[src/rtl/fetch_stall_ctrl.sv]
// PC register and IF/ID pipeline register driven by hazard-unit stall/bubble requests and branch redirects.
// Optional performance counters are enabled by defining PERF_CNT_EN.
module fetch_stall_ctrl #(
   parameter logic [31:0] RESET_PC  = 32'h0000_0000,
   parameter int          MAX_STALL = 16
) (
   input  logic        Clk,
   input  logic        Reset,
   input  logic        PCSTOP,
   input  logic        IDIF,
   input  logic        ControlMux,
   input  logic        BranchTaken,
   input  logic [31:0] BranchTarget,
   input  logic [31:0] InstrIn,
   output logic [31:0] PC,
   output logic [31:0] IFID_Instr,
   output logic [31:0] IFID_PCPlus4,
   output logic        IFID_Valid,
   output logic        BubbleEX,
   output logic        Flushing,
   output logic        StallTimeout
`ifdef PERF_CNT_EN
   ,
   output logic [31:0] StallCycles,
   output logic [31:0] FlushCycles
`endif
);

   typedef enum logic [1:0] {
      RUN,
      STALL,
      FLUSH
   } state_t;

   localparam logic [7:0] MAX_STALL_C = 8'(MAX_STALL);

   state_t      state;
   state_t      next_state;
   logic [31:0] pc_plus4;
   logic [7:0]  stall_run;

   assign pc_plus4 = PC + 32'd4;

   always_ff @(posedge Clk) begin
      if (Reset) begin
         state <= RUN;
      end else begin
         state <= next_state;
      end
   end

   // Every state resolves the same way; a redirect always wins over a hold.
   always_comb begin
      next_state = state;
      case (state)
         RUN, STALL, FLUSH: begin
            if (BranchTaken) begin
               next_state = FLUSH;
            end else if (PCSTOP) begin
               next_state = STALL;
            end else begin
               next_state = RUN;
            end
         end
         default: next_state = RUN;
      endcase
   end

   assign Flushing = (state == FLUSH);

   always_ff @(posedge Clk) begin
      if (Reset) begin
         PC           <= RESET_PC;
         IFID_Instr   <= 32'd0;
         IFID_PCPlus4 <= 32'd0;
         IFID_Valid   <= 1'b0;
         BubbleEX     <= 1'b0;
      end else begin
         BubbleEX <= ControlMux | BranchTaken;
         if (BranchTaken) begin
            PC           <= BranchTarget & 32'hFFFF_FFFC;
            IFID_Instr   <= 32'd0;
            IFID_PCPlus4 <= 32'd0;
            IFID_Valid   <= 1'b0;
         end else begin
            if (!PCSTOP) begin
               PC <= pc_plus4;
            end
            if (!IDIF) begin
               IFID_Instr   <= InstrIn;
               IFID_PCPlus4 <= pc_plus4;
               IFID_Valid   <= 1'b1;
            end
         end
      end
   end

   // Timeout latches on the edge the run reaches the limit and survives until reset.
   always_ff @(posedge Clk) begin
      if (Reset) begin
         stall_run    <= 8'd0;
         StallTimeout <= 1'b0;
      end else if (BranchTaken || !PCSTOP) begin
         stall_run <= 8'd0;
      end else if (stall_run != MAX_STALL_C) begin
         stall_run <= stall_run + 8'd1;
         if (stall_run + 8'd1 == MAX_STALL_C) begin
            StallTimeout <= 1'b1;
         end
      end
   end

`ifdef PERF_CNT_EN
   always_ff @(posedge Clk) begin
      if (Reset) begin
         StallCycles <= 32'd0;
         FlushCycles <= 32'd0;
      end else begin
         if (PCSTOP && !BranchTaken && (StallCycles != 32'hFFFF_FFFF)) begin
            StallCycles <= StallCycles + 32'd1;
         end
         if (BranchTaken && (FlushCycles != 32'hFFFF_FFFF)) begin
            FlushCycles <= FlushCycles + 32'd1;
         end
      end
   end
`endif

endmodule

[config.mk]
export PLATFORM = sky130hd
export DESIGN_NAME = fetch_stall_ctrl
export DESIGN_NICKNAME = d
export VERILOG_FILES = /design/src/rtl/fetch_stall_ctrl.sv
export SDC_FILE = /design/constraint.sdc
export NUM_CORES = 1
export LEC_CHECK = 0
export ABC_AREA = 1
export CORE_MARGIN = 4
export CORE_UTILIZATION = 41
export CTS_CLUSTER_DIAMETER = 50
export DETAILED_ROUTE_END_ITERATION = 8
export GPL_TIMING_DRIVEN = 0
export PLACE_DENSITY = 0.76
export SLEW_MARGIN = 20
export SYNTH_ARGS = -nofsm -noshare
export SYNTH_HDL_FRONTEND = slang
export SYNTH_SLANG_ARGS = --single-unit
[constraint.sdc]
create_clock -name Clk -period 1.3 [get_ports Clk]
set_input_delay 0.26 -clock Clk [delete_from_list [all_inputs] [get_ports Clk]]
set_output_delay 0.26 -clock Clk [all_outputs]
set_load 0.1 [all_outputs]
==> results.txt <==
The relative max-transition margin is 55.1%. The post-CTS clock slew at the launch and capture registers of the worst setup and hold paths works out to 70 ps. The tree built by TritonCTS fans out to 105 sinks. sky130_fd_sc_hd__dfxtp_1 takes more of the synthesized area than any other cell.

The least setup slack across all paths after layout was -255 ps; the static leakage power was 3.46 nW. Achievable frequency: 0.643 GHz. The total congestion overflow was 0. For the via count of the first global-routing pass, the log shows 4963.

On the critical path, the stage with the largest delay is an instance of sky130_fd_sc_hd__dfxtp_4. In this run the power density over the cells is 1080 mW/mm^2. For this block, the initial DRC count from the detailed router was 440.

The mean instance size in the synthesized netlist works out to 6.76 um^2. Worst hold slack: 192 ps. Leaving out fill and tap cells, the most frequent cell in the layout is sky130_fd_sc_hd__nand2_1. The final-stage net count was 1013. The detailed-routing iteration count for the pre-antenna-repair pass was 4. Sequential cells were found to cover 41.8% of the synthesized design area. CTS built an H-tree with a depth of 3. The wire length of the first global-routing pass was 25.1 mm. The flow ran to the end, but the final reports show violations. The tools report the largest clock skew in the final design as 4.64 ps. Cell with the most instances on the worst path: sky130_fd_sc_hd__nand2_1. The setup TNS after final layout was -8160 ps.

The tools report the number of slew-limit violations in the final report as 0. For this design the top-level I/O count stands at 170. Number of antenna violations at the first check in global routing: 0.

The routed design has 16.2 mm of wire. Ranked by total cell area, the synthesized netlist is headed by sky130_fd_sc_hd__dfxtp_1 (42%), sky130_fd_sc_hd__nand2_1 (16%), sky130_fd_sc_hd__nor2_1 (6.9%). The worst path uses 120% of the clock period.

Average vias per placed instance: 4.94. The worst-case IR drop observed on VDD is 1.01 mV. The run gives 1091 as the non-filler instance count after layout.

The critical path's largest stage delay is 380 ps. The area added between synthesis and finish is 51.4%. In this run the deepest clock path goes through 2 buffers. The synthesized instance count is 743. Routability-driven placement finished with a final weighted congestion of 0.922. The top cell types in the final layout, fill and taps aside, are sky130_fd_sc_hd__nand2_1 (196), sky130_fd_sc_hd__buf_4 (89), sky130_fd_sc_hd__inv_1 (82). The portion of synthesized cell area occupied by the leading cell type is 41.8%.

For the worst setup path, the data arrival time is 1810 ps. In the routed design, unresolved DRC markers number 0. Setup violations remaining at the end of the flow were counted as 53. The tree is rooted in a sky130_fd_sc_hd__clkbuf_16. For the vias after detailed routing, the log shows 5391.

The checks that failed: negative setup slack. STA classifies the critical path startpoint as a register. At the pin with the least slew margin, the transition time is 673 ps. Counting distinct cell types in the post-synthesis netlist gives 30.

In this run the standard cell core region covers 0.0120 mm^2. Across the run, the number of max-cap violations was 0. The count of input and output buffers is 160. Including well taps, the total number of placed cells is 1053.

In this run the vertical extent of the chip is 119 um. The signal on the critical path passes through ha_4 > nand2_4 > nor2_4 > buf_4 > nand2_4 > nor2_4 > nand2_1 > nand2_1 > nand2_1 > o21ai_1 > inv_1. Counting I/O delays and the setup requirement, the final critical path takes 1550 ps.

At the worst endpoint, the required time is 1550 ps. The wire-length estimate of the detail-placed layout is 11.7 mm. In this run the horizontal extent of the chip is 119 um. Path category of the worst min-delay check: in -> reg. After clock tree synthesis, the flow added hold-fix buffers numbering 0. Global routing consumed, over all layers together, 22.1% of the routing resources.

The logs give 0 for the number of warnings reported in the yosys synthesis log and 63.3% for the fraction of the core area covered by cells at the end of the flow. After floorplanning, the core was divided into 40 placement rows. The detail route stage leaves a number of antenna-violating nets equal to 0.

The per-cell routed wire length came out at 14.8 um. TritonCTS built the clock tree. Setup repair after global routing could not meet its margin everywhere. Counting the buffers created by CTS gives 9. The logs give 0 for the hold violation total from the final report and 0.00502 mm^2 for the area of the mapped netlist. The worst setup path is captured at a register. In this run the worst path has a maximum fanout of 4. The fraction of final layout cells sized beyond drive strength 1 was 28.9%. The run gives 350 ps as the worst-skew pair later-pin latency.

The type of the setup path with the least slack is reg -> reg. The run gives 18 as the maximum number of pins on one net before global-route repair. The number of antenna cells inserted was 0; the register bit count reported by yosys was 105. The die covers 0.0141 mm^2.

For this configuration, the core starts out at a cell density of 41.8%.
==> cell families after synthesis <==
kind of cell               share of synthesized area, %
AOI/OAI and AO/OA                                  13.8
xor gates and xnor gates                           2.62
adders and majority gates                         0.996
buffers and inverters                              10.2
DFF                                                41.8
other                                            0.0746
and+or+nand+nor                                    30.5
==> sequential cells by signal (all words and copies together), names as in the netlist <==
register,cells
StallTimeout,1
IFID_PCPlus4,30
IFID_Valid,1
PC,30
IFID_Instr,32
BubbleEX,1
state,2
stall_run,8
==> report_power, final <==
part	internal, mW	leakage, nW	switching [mW]
Clock	1.42	0.147	1.28
Combinational	0.585	2.44	1.45
Sequential	3.33	0.880	0.147
==> metrics by stage <==
stage               setup WS [ps]  total power [mW]  cell area, um^2
floorplan                    -331              4.88             5170
global placement             -725              5.48             6960
global route                 -330              8.51             7600
CTS                          -217              8.19             7300
finish                       -255              8.21             7600
detailed placement           -726              5.50             6960
==> repair_timing <==
action / in CTS / in global routing
buffers inserted: 12 / 10
cloned: 0 / 0
endpoints found under the hold margin: 0 / 0
endpoints found under the setup margin: 150 / 74
pin swaps: 33 / 38
resized for setup: 630 / 75
==> final timing paths <==
check | from | end | slack [ps] | cells past startpoint
worst max-delay path | PC[2]$_SDFFE_PP0P_ | IFID_PCPlus4[24]$_SDFFE_PP0N_ | -250 | 11
worst min-delay path | Reset | state[1]$_SDFF_PP0_ | 190 | 2
worst max register to register | PC[2]$_SDFFE_PP0P_ | IFID_PCPlus4[24]$_SDFFE_PP0N_ | -250 | 11
worst min register to register | StallTimeout$_SDFFE_PP0P_ | StallTimeout$_SDFFE_PP0P_ | 450 | 2
==> cells in the mapped netlist <==
library cell,count
sky130_fd_sc_hd__nand2_1,212
sky130_fd_sc_hd__dfxtp_1,105
sky130_fd_sc_hd__nor2_1,92
sky130_fd_sc_hd__inv_1,89
sky130_fd_sc_hd__a21oi_1,59
sky130_fd_sc_hd__o21ai_0,44
sky130_fd_sc_hd__nand3_1,26
sky130_fd_sc_hd__clkbuf_1,17
sky130_fd_sc_hd__buf_2,12
sky130_fd_sc_hd__nor2_4,10
sky130_fd_sc_hd__xor2_1,10
sky130_fd_sc_hd__nand4_1,9
sky130_fd_sc_hd__a31oi_1,7
sky130_fd_sc_hd__a21o_1,6
sky130_fd_sc_hd__a22o_1,6
sky130_fd_sc_hd__nor2_2,6
sky130_fd_sc_hd__buf_1,5
sky130_fd_sc_hd__xnor2_1,5
sky130_fd_sc_hd__buf_4,4
sky130_fd_sc_hd__ha_1,4
sky130_fd_sc_hd__a31o_2,2
sky130_fd_sc_hd__inv_2,2
sky130_fd_sc_hd__nand2_4,2
sky130_fd_sc_hd__nor3_1,2
sky130_fd_sc_hd__o21ai_1,2
sky130_fd_sc_hd__conb_1,1
sky130_fd_sc_hd__nand2_2,1
sky130_fd_sc_hd__nor3b_1,1
sky130_fd_sc_hd__nor4_1,1
sky130_fd_sc_hd__o21bai_1,1
==> layer usage <==
layer  track usage [%]  up-vias  routed length, um
li1                  -     2706                  -
met1              27.4     2462               6610
met3              6.17       30               1360
met5                 0        -                  0
met2              35.8      193               7790
met4              9.41        0                446
==> cell type report <==
cell class | instances | area, um^2
buffer | 38 | 190
multi-input combinational | 512 | 2730
tap | 147 | 184
timing repair buffer | 182 | 1660
fill | 1077 | 4410
clock inverter | 5 | 35.0
sequential | 105 | 2210
clock buffer | 11 | 253
inverter | 91 | 344
==> worst max-delay path, delay by kind of cell, from the launching register on <==
family	cells	cell delay (ps)
AOI/OAI and AO/OA	1	120
adders and majority gates	1	150
buffers and inverters	2	190
DFF	1	380
and+or+nand+nor	7	630
Power figures use the tool's default switching activity.
